`src/rtl/spi_resp_pkg.sv`:
```
// spi_resp_pkg: states, opcodes and byte-lane helper shared by the SPI flash responder.
package spi_resp_pkg;
    typedef enum logic [2:0] {IDLE, CMD, ADDR, DUMMY, DATA, STAT, ID, IGNORE} state_t;

    localparam logic [7:0] OP_READ  = 8'h03;
    localparam logic [7:0] OP_FREAD = 8'h0B;
    localparam logic [7:0] OP_RDSR  = 8'h05;
    localparam logic [7:0] OP_RDID  = 8'h9F;

    function automatic logic [7:0] byte_lane(input logic [63:0] q, input logic [2:0] k);
        return q[{k, 3'b000} +: 8];
    endfunction
endpackage

```
`src/rtl/spi_resp_sync.sv`:
```
// spi_resp_sync: SYNC_STAGES-deep synchronizers for SCK/SCS/SDI plus SCK rise/fall detect.
module spi_resp_sync #(
    parameter int SYNC_STAGES = 2
) (
    input  logic i_clk,
    input  logic i_rst,
    input  logic i_sck,
    input  logic i_scs,
    input  logic i_sdi,
    output logic o_sck_rise,
    output logic o_sck_fall,
    output logic o_scs,
    output logic o_sdi
);
    logic [SYNC_STAGES-1:0] r_sck, r_scs, r_sdi;
    logic r_sck_d;

    always_ff @(posedge i_clk or posedge i_rst) begin
        if (i_rst) begin
            r_sck   <= '0;
            r_scs   <= '1;
            r_sdi   <= '0;
            r_sck_d <= 1'b0;
        end else begin
            r_sck   <= {r_sck[SYNC_STAGES-2:0], i_sck};
            r_scs   <= {r_scs[SYNC_STAGES-2:0], i_scs};
            r_sdi   <= {r_sdi[SYNC_STAGES-2:0], i_sdi};
            r_sck_d <= r_sck[SYNC_STAGES-1];
        end
    end

    assign o_sck_rise = r_sck[SYNC_STAGES-1] & ~r_sck_d;
    assign o_sck_fall = ~r_sck[SYNC_STAGES-1] & r_sck_d;
    assign o_scs      = r_scs[SYNC_STAGES-1];
    assign o_sdi      = r_sdi[SYNC_STAGES-1];
endmodule

```
`src/rtl/spi_flash_responder.sv`:
```
// spi_flash_responder: mode-0 SPI NOR flash emulator serving reads from a 64-bit memory port.
// Define SPI_RESP_JEDEC_EN to build the 9F (JEDEC ID) response.
module spi_flash_responder
    import spi_resp_pkg::*;
#(
    parameter logic [23:0] JEDEC_ID    = 24'hEF4018,
    parameter int          SYNC_STAGES = 2
) (
    input  logic        i_clkh,
    input  logic        i_reset,
    input  logic        i_sck,
    input  logic        i_scs,
    input  logic        i_sdi,
    output logic        o_sdo,
    output logic        o_sdo_oe,
    output logic        o_act,
    output logic [20:0] o_addr,
    input  logic        i_next,
    input  logic        i_drdy,
    input  logic [63:0] i_dti,
    input  logic [7:0]  i_status,
    output logic        o_busy,
    output logic        o_underrun
);
    state_t      r_state;
    logic [4:0]  r_cnt;
    logic [6:0]  r_sh;
    logic        r_fast;
    logic [23:0] r_baddr;
    logic [7:0]  r_obyte;
    logic [2:0]  r_obit;
    logic        r_load;
    logic [63:0] r_cur, r_nxt;
    logic        r_cur_v, r_nxt_v;
    logic        r_wait;
    logic [1:0]  r_stale;
`ifdef SPI_RESP_JEDEC_EN
    logic [23:0] r_id;
`endif

    logic   w_rise, w_fall, w_scs, w_sdi;
    logic   [7:0] w_op, w_byte;
    state_t w_dec;
    logic   w_a21, w_step, w_acc, w_drop, w_done;

    spi_resp_sync #(.SYNC_STAGES(SYNC_STAGES)) u_sync (
        .i_clk      (i_clkh),
        .i_rst      (i_reset),
        .i_sck      (i_sck),
        .i_scs      (i_scs),
        .i_sdi      (i_sdi),
        .o_sck_rise (w_rise),
        .o_sck_fall (w_fall),
        .o_scs      (w_scs),
        .o_sdi      (w_sdi)
    );

    assign w_op  = {r_sh, w_sdi};
    assign w_dec = (w_op == OP_READ || w_op == OP_FREAD) ? ADDR :
                   (w_op == OP_RDSR) ? STAT :
`ifdef SPI_RESP_JEDEC_EN
                   (w_op == OP_RDID) ? ID :
`endif
                   IGNORE;
    assign w_byte = (r_state == DATA) ? (r_cur_v ? byte_lane(r_cur, r_baddr[2:0]) : 8'hFF) :
`ifdef SPI_RESP_JEDEC_EN
                    (r_state == ID) ? r_id[23:16] :
`endif
                    i_status;

    assign w_a21  = ~w_scs & w_rise & (r_state == ADDR) & (r_cnt == 5'd20);
    assign w_step = ~w_scs & w_fall & (r_state == DATA) & (r_obit == 3'd7) & (r_baddr[2:0] == 3'd7);
    assign w_acc  = o_act & i_next;
    // memory returns in order, so the oldest outstanding stale fetch owns the next DRDY
    assign w_drop = i_drdy & (r_stale != 2'd0);
    assign w_done = i_drdy & (r_stale == 2'd0) & r_wait;

    always_ff @(posedge i_clkh or posedge i_reset) begin
        if (i_reset) begin
            r_state    <= IDLE;
            r_cnt      <= '0;
            r_sh       <= '0;
            r_fast     <= 1'b0;
            r_baddr    <= '0;
            r_obyte    <= 8'hFF;
            r_obit     <= '0;
            r_load     <= 1'b0;
            o_sdo      <= 1'b1;
            o_sdo_oe   <= 1'b0;
            o_busy     <= 1'b0;
            o_underrun <= 1'b0;
`ifdef SPI_RESP_JEDEC_EN
            r_id       <= '0;
`endif
        end else begin
            o_busy <= ~w_scs;
            r_load <= 1'b0;
            if (r_load) begin
                r_obyte <= w_byte;
                if (r_state == DATA && !r_cur_v) o_underrun <= 1'b1;
`ifdef SPI_RESP_JEDEC_EN
                if (r_state == ID) r_id <= {r_id[15:0], 8'hFF};
`endif
            end
            if (w_scs) begin
                r_state  <= IDLE;
                r_cnt    <= '0;
                o_sdo    <= 1'b1;
                o_sdo_oe <= 1'b0;
                r_load   <= 1'b0;
            end else begin
                case (r_state)
                    IDLE: begin
                        r_state <= CMD;
                        r_cnt   <= '0;
                    end
                    CMD: if (w_rise) begin
                        r_sh  <= {r_sh[5:0], w_sdi};
                        r_cnt <= r_cnt + 5'd1;
                        if (r_cnt == 5'd7) begin
                            r_state <= w_dec;
                            r_cnt   <= '0;
                            r_fast  <= (w_op == OP_FREAD);
                            r_obit  <= '0;
`ifdef SPI_RESP_JEDEC_EN
                            r_id    <= JEDEC_ID;
`endif
                            if (w_dec == STAT || w_dec == ID) begin
                                r_load   <= 1'b1;
                                o_sdo_oe <= 1'b1;
                            end
                        end
                    end
                    ADDR: if (w_rise) begin
                        r_baddr <= {r_baddr[22:0], w_sdi};
                        r_cnt   <= r_cnt + 5'd1;
                        if (r_cnt == 5'd23) begin
                            r_cnt   <= '0;
                            r_state <= r_fast ? DUMMY : DATA;
                            if (!r_fast) begin
                                r_load   <= 1'b1;
                                o_sdo_oe <= 1'b1;
                            end
                        end
                    end
                    DUMMY: if (w_rise) begin
                        r_cnt <= r_cnt + 5'd1;
                        if (r_cnt == 5'd7) begin
                            r_state  <= DATA;
                            r_load   <= 1'b1;
                            o_sdo_oe <= 1'b1;
                        end
                    end
                    DATA, STAT, ID: if (w_fall) begin
                        o_sdo   <= r_obyte[7];
                        r_obyte <= {r_obyte[6:0], 1'b1};
                        r_obit  <= r_obit + 3'd1;
                        if (r_obit == 3'd7) begin
                            r_load <= 1'b1;
                            if (r_state == DATA) r_baddr <= r_baddr + 24'd1;
                        end
                    end
                    default: ;
                endcase
            end
        end
    end

    always_ff @(posedge i_clkh or posedge i_reset) begin
        if (i_reset) begin
            r_cur   <= '0;
            r_nxt   <= '0;
            r_cur_v <= 1'b0;
            r_nxt_v <= 1'b0;
            o_act   <= 1'b0;
            o_addr  <= '0;
            r_wait  <= 1'b0;
            r_stale <= '0;
        end else begin
            r_stale <= r_stale + {1'b0, w_scs & ((r_wait & ~w_done) | w_acc)} - {1'b0, w_drop};
            if (w_scs) begin
                o_act   <= 1'b0;
                r_wait  <= 1'b0;
                r_cur_v <= 1'b0;
                r_nxt_v <= 1'b0;
            end else begin
                if (w_acc) begin
                    o_act  <= 1'b0;
                    r_wait <= 1'b1;
                end
                if (w_done) r_wait <= 1'b0;
                if (w_a21) begin
                    o_act  <= 1'b1;
                    o_addr <= {r_baddr[19:0], w_sdi};
                end else if (r_cur_v && !r_nxt_v && !o_act && !r_wait) begin
                    o_act  <= 1'b1;
                    o_addr <= o_addr + 21'd1;
                end
                if (w_step) begin
                    r_cur   <= r_nxt;
                    r_cur_v <= r_nxt_v;
                    r_nxt_v <= 1'b0;
                end
                if (w_done) begin
                    if (w_step ? r_nxt_v : r_cur_v) begin
                        r_nxt   <= i_dti;
                        r_nxt_v <= 1'b1;
                    end else begin
                        r_cur   <= i_dti;
                        r_cur_v <= 1'b1;
                    end
                end
            end
        end
    end
endmodule

```
`config.mk`:
```
export PLATFORM = sky130hd
export DESIGN_NAME = spi_flash_responder
export DESIGN_NICKNAME = d
export VERILOG_FILES = /design/src/rtl/spi_resp_pkg.sv /design/src/rtl/spi_resp_sync.sv /design/src/rtl/spi_flash_responder.sv
export SDC_FILE = /design/constraint.sdc
export NUM_CORES = 1
export LEC_CHECK = 0
export ABC_AREA = 1
export BUFFER_PORTS_ARGS = -buffer_cell sky130_fd_sc_hd__buf_2
export CAP_MARGIN = 5
export CORE_UTILIZATION = 65
export CTS_BUF_LIST = sky130_fd_sc_hd__clkbuf_4 sky130_fd_sc_hd__clkbuf_8 sky130_fd_sc_hd__clkbuf_16
export CTS_CLUSTER_DIAMETER = 40
export CTS_CLUSTER_SIZE = 10
export DETAILED_ROUTE_END_ITERATION = 6
export PLACE_DENSITY_LB_ADDON = 0.1
export SETUP_SLACK_MARGIN = 0.4
export SLEW_MARGIN = 20
export SYNTH_ARGS = -nofsm -noshare
export SYNTH_HDL_FRONTEND = slang
export SYNTH_SLANG_ARGS = --single-unit
```
`constraint.sdc`:
```
create_clock -name i_clkh -period 11.15 [get_ports i_clkh]
set_clock_uncertainty 0.1 [all_clocks]
set_input_delay 2.23 -clock i_clkh [delete_from_list [all_inputs] [get_ports i_clkh]]
set_output_delay 2.23 -clock i_clkh [all_outputs]
set_load 0.005 [all_outputs]
```
==> results.json <==
{
  "status": "finished, final reports clean",
  "grt_max_degree": 131,
  "fin_crit_sh_pct": 42.2,
  "hold_class": "flop to flop",
  "crit_type": "input pin to flop",
  "grt_pass1_vias": 11000,
  "synth_fp_nets": 1828,
  "clk_pin_slew_ns": 0.05,
  "tightest_slew_ns": 1.13,
  "slowest_delay_ns": 0.73,
  "crit_family": "buffers and inverters",
  "cts.htree.levels": 2,
  "ys_seq_elements": 214,
  "cts-root-buf": "clkbuf_16",
  "holdBufCountCts": 0,
  "ys_seq_area_share_pct": 43.2,
  "worstRegToRegCells": 9,
  "die_h_um": 140,
  "clk_latency_ns": 0.51,
  "yosysTopAreaCell": "dfrtp_1",
  "routedWlPerCell_um": 15.3,
  "cp-end-kind": "flop",
  "ys.warnings.count": 0,
  "area_growth_pct": 12.8,
  "post-cts-setup-buffers": 0,
  "critPathBufInv": 3,
  "regToRegSetupSlack_ns": 6.78,
  "maxCapViolCount": 0,
  "cp-startpoint": "i_drdy",
  "yosysMostFrequentCell": "nand2_1",
  "worst_setup_path_start_kind": "input pin",
  "finalHoldViolCount": 0,
  "clkSinkCount": 214,
  "final_nets": 1891,
  "timing.final.ws_setup_ns": 6.45,
  "max_slew_margin_pct": 23.9,
  "ys_types": 40,
  "period_needed_ns": 4.70,
  "vias": 11700,
  "syn_area_mm2": 0.0124,
  "path_cells": "buf_2, nand2_1, nor2_4, buf_4, nand4_4, buf_4, nand2_1, o21ai_2",
  "cts_resized": 0,
  "wirelength_mm": 31.6,
  "ir_drop_mv": 0.192,
  "clk_path_buf_depth": 3,
  "finalSetupViolCount": 0,
  "grt.total_usage_pct": 33.6,
  "synth_commonest_cells": "nand2_1, nand3_1, inv_1",
  "ys_async_sr_fraction_pct": 100,
  "fp.dieW_um": 140,
  "slowest_stage": "nand4_4",
  "antenna_found_initial": 0,
  "cp_max_fo": 82,
  "rr_startpoint": "u_sync.r_scs[1]$_DFF_PP1_",
  "dieArea_mm2": 0.0197,
  "ant_nets": 0,
  "grt_remaining_overflow": 0,
  "power-per-cell-area_mw_per_mm2": 193,
  "synthCells": 1740,
  "cts_tree": "done",
  "worst-path-stages": 8,
  "drt_iter0_markers": 1083,
  "pin_count": 105,
  "grt_pass1_wl_mm": 53.4,
  "dp_hpwl_mm": 19.5,
  "fmax_mhz": 213,
  "placementRows": 50,
  "fin_setup_tns_ns": 0,
  "syn_area_per_cell_um2": 7.14,
  "fin_cells": 2062,
  "cts_buffers": 36,
  "finish.utilization_pct": 74.9,
  "arrival_ns": 4.95,
  "gp_congestion": 0.912,
  "numPortBuffers": 104,
  "crit_path_end": "r_nxt[50]$_DFFE_PP0P_",
  "firstDrtPassIters": 6,
  "grt_setup_unrepaired": "false",
  "n_antenna_cell": 0,
  "yosys.area.top_type_share_pct": 40.9,
  "ys_dominant_reg_cell": "dfrtp_1",
  "leakage_nw": 7.48,
  "cp_data_required_time_ns": 11.40,
  "worstReg2RegEnd": "r_nxt[50]$_DFFE_PP0P_",
  "synth-edff-count": 0,
  "drive_above_1_share_pct": 14.3,
  "place_ws_ns": 6.00,
  "hold_slack_ns": 0.246,
  "dp.cells": 1999,
  "drv_slew": 0,
  "start_util_pct": 66.4,
  "core_area_mm2": 0.0187,
  "drc": 0,
  "synth_area_leaders": "dfrtp_1, nand2_1, nand3_1",
  "viasPerCell": 5.67
}
## placed cells by master, fill, tap and decap left out, types with 3 or more instances in the layout
master / n
nand2_1: 574
nand3_1: 247
inv_1: 205
dfrtp_1: 203
buf_2: 104
nor2_1: 95
o21ai_0: 93
o21ai_2: 51
clkbuf_16: 37
o21ai_1: 36
a21oi_1: 26
nand4_1: 17
nor3_1: 13
o22ai_1: 11
dfstp_2: 11
ha_1: 9
buf_4: 9
xor2_1: 8
o211ai_1: 8
inv_2: 7
a31oi_1: 7
clkbuf_4: 6
clkinv_2: 6
xnor2_1: 5
clkbuf_8: 5
clkinvlp_4: 4
nand2_2: 3
nor2_4: 3
clkinv_1: 3
## cell type report
type | instances | area, um2
multi-input cells | 1221 | 5740
inverters | 216 | 818
fillers | 1484 | 4700
well taps | 234 | 293
clock buffers | 48 | 1040
clock inverters | 15 | 146
repair buffers | 114 | 599
flip-flops and latches | 214 | 5370
## sequential cells by signal, indices dropped and copies added (netlist names)
name,cells
o_act,1
o_addr,21
o_busy,1
o_sdo,1
o_sdo_oe,1
o_underrun,1
r_baddr,20
r_cnt,5
r_cur,64
r_cur_v,1
r_fast,1
r_load,1
r_nxt,64
r_nxt_v,1
r_obit,3
r_obyte,8
r_sh,7
r_stale,2
r_state,3
r_wait,1
u_sync.r_sck,2
u_sync.r_sck_d,1
u_sync.r_scs,2
u_sync.r_sdi,2
## metrics by stage
step / total power, mW / instance area, um2
global placement: 1.60 / 12800
detailed placement: 1.62 / 12800
floorplan: 1.44 / 12400
finish: 2.70 / 14000
global route: 2.84 / 14000
CTS: 2.70 / 14000
## kinds of logic (layout without fill, tap and decap cells)
group,count (synthesis),count (layout),synth area share (%)
buffers and inverters,305,393,10.7
AOI/OAI and AO/OA,237,237,11.5
DFF,214,214,43.2
and+or+nand+nor,962,962,32.7
xor gates and xnor gates,13,13,0.917
adders and majority gates,9,9,0.907
## how the worst min path moves through the flow
stage                                      to  cells after the start                 startpoint
finish              u_sync.r_sck[1]$_DFF_PP0_                      0  u_sync.r_sck[0]$_DFF_PP0_
global route        u_sync.r_sck[1]$_DFF_PP0_                      0  u_sync.r_sck[0]$_DFF_PP0_
CTS                 u_sync.r_sck[1]$_DFF_PP0_                      0  u_sync.r_sck[0]$_DFF_PP0_
detailed placement  u_sync.r_sck[1]$_DFF_PP0_                      0  u_sync.r_sck[0]$_DFF_PP0_
global placement    u_sync.r_sck[1]$_DFF_PP0_                      0  u_sync.r_sck[0]$_DFF_PP0_
floorplan           u_sync.r_sck[1]$_DFF_PP0_                      0  u_sync.r_sck[0]$_DFF_PP0_
## report_power, final
group,switching [mW],internal (mW),total [mW],leakage (nW)
logic,0.393,0.202,0.595,4.07
clock network,0.380,0.701,1.08,0.585
registers,0.132,0.893,1.02,2.82
total,0.904,1.80,2.70,7.48
## layer usage
metal  global-route usage, %  vias up  part of all wire, %
met5                       0        -                    0
met3                    5.71       77                  6.3
met4                    12.0        0                  2.9
met1                    43.8     5467                   42
met2                    56.7      450                   49
li1                        -     5691                    -
(Power assumes the default switching activity.)
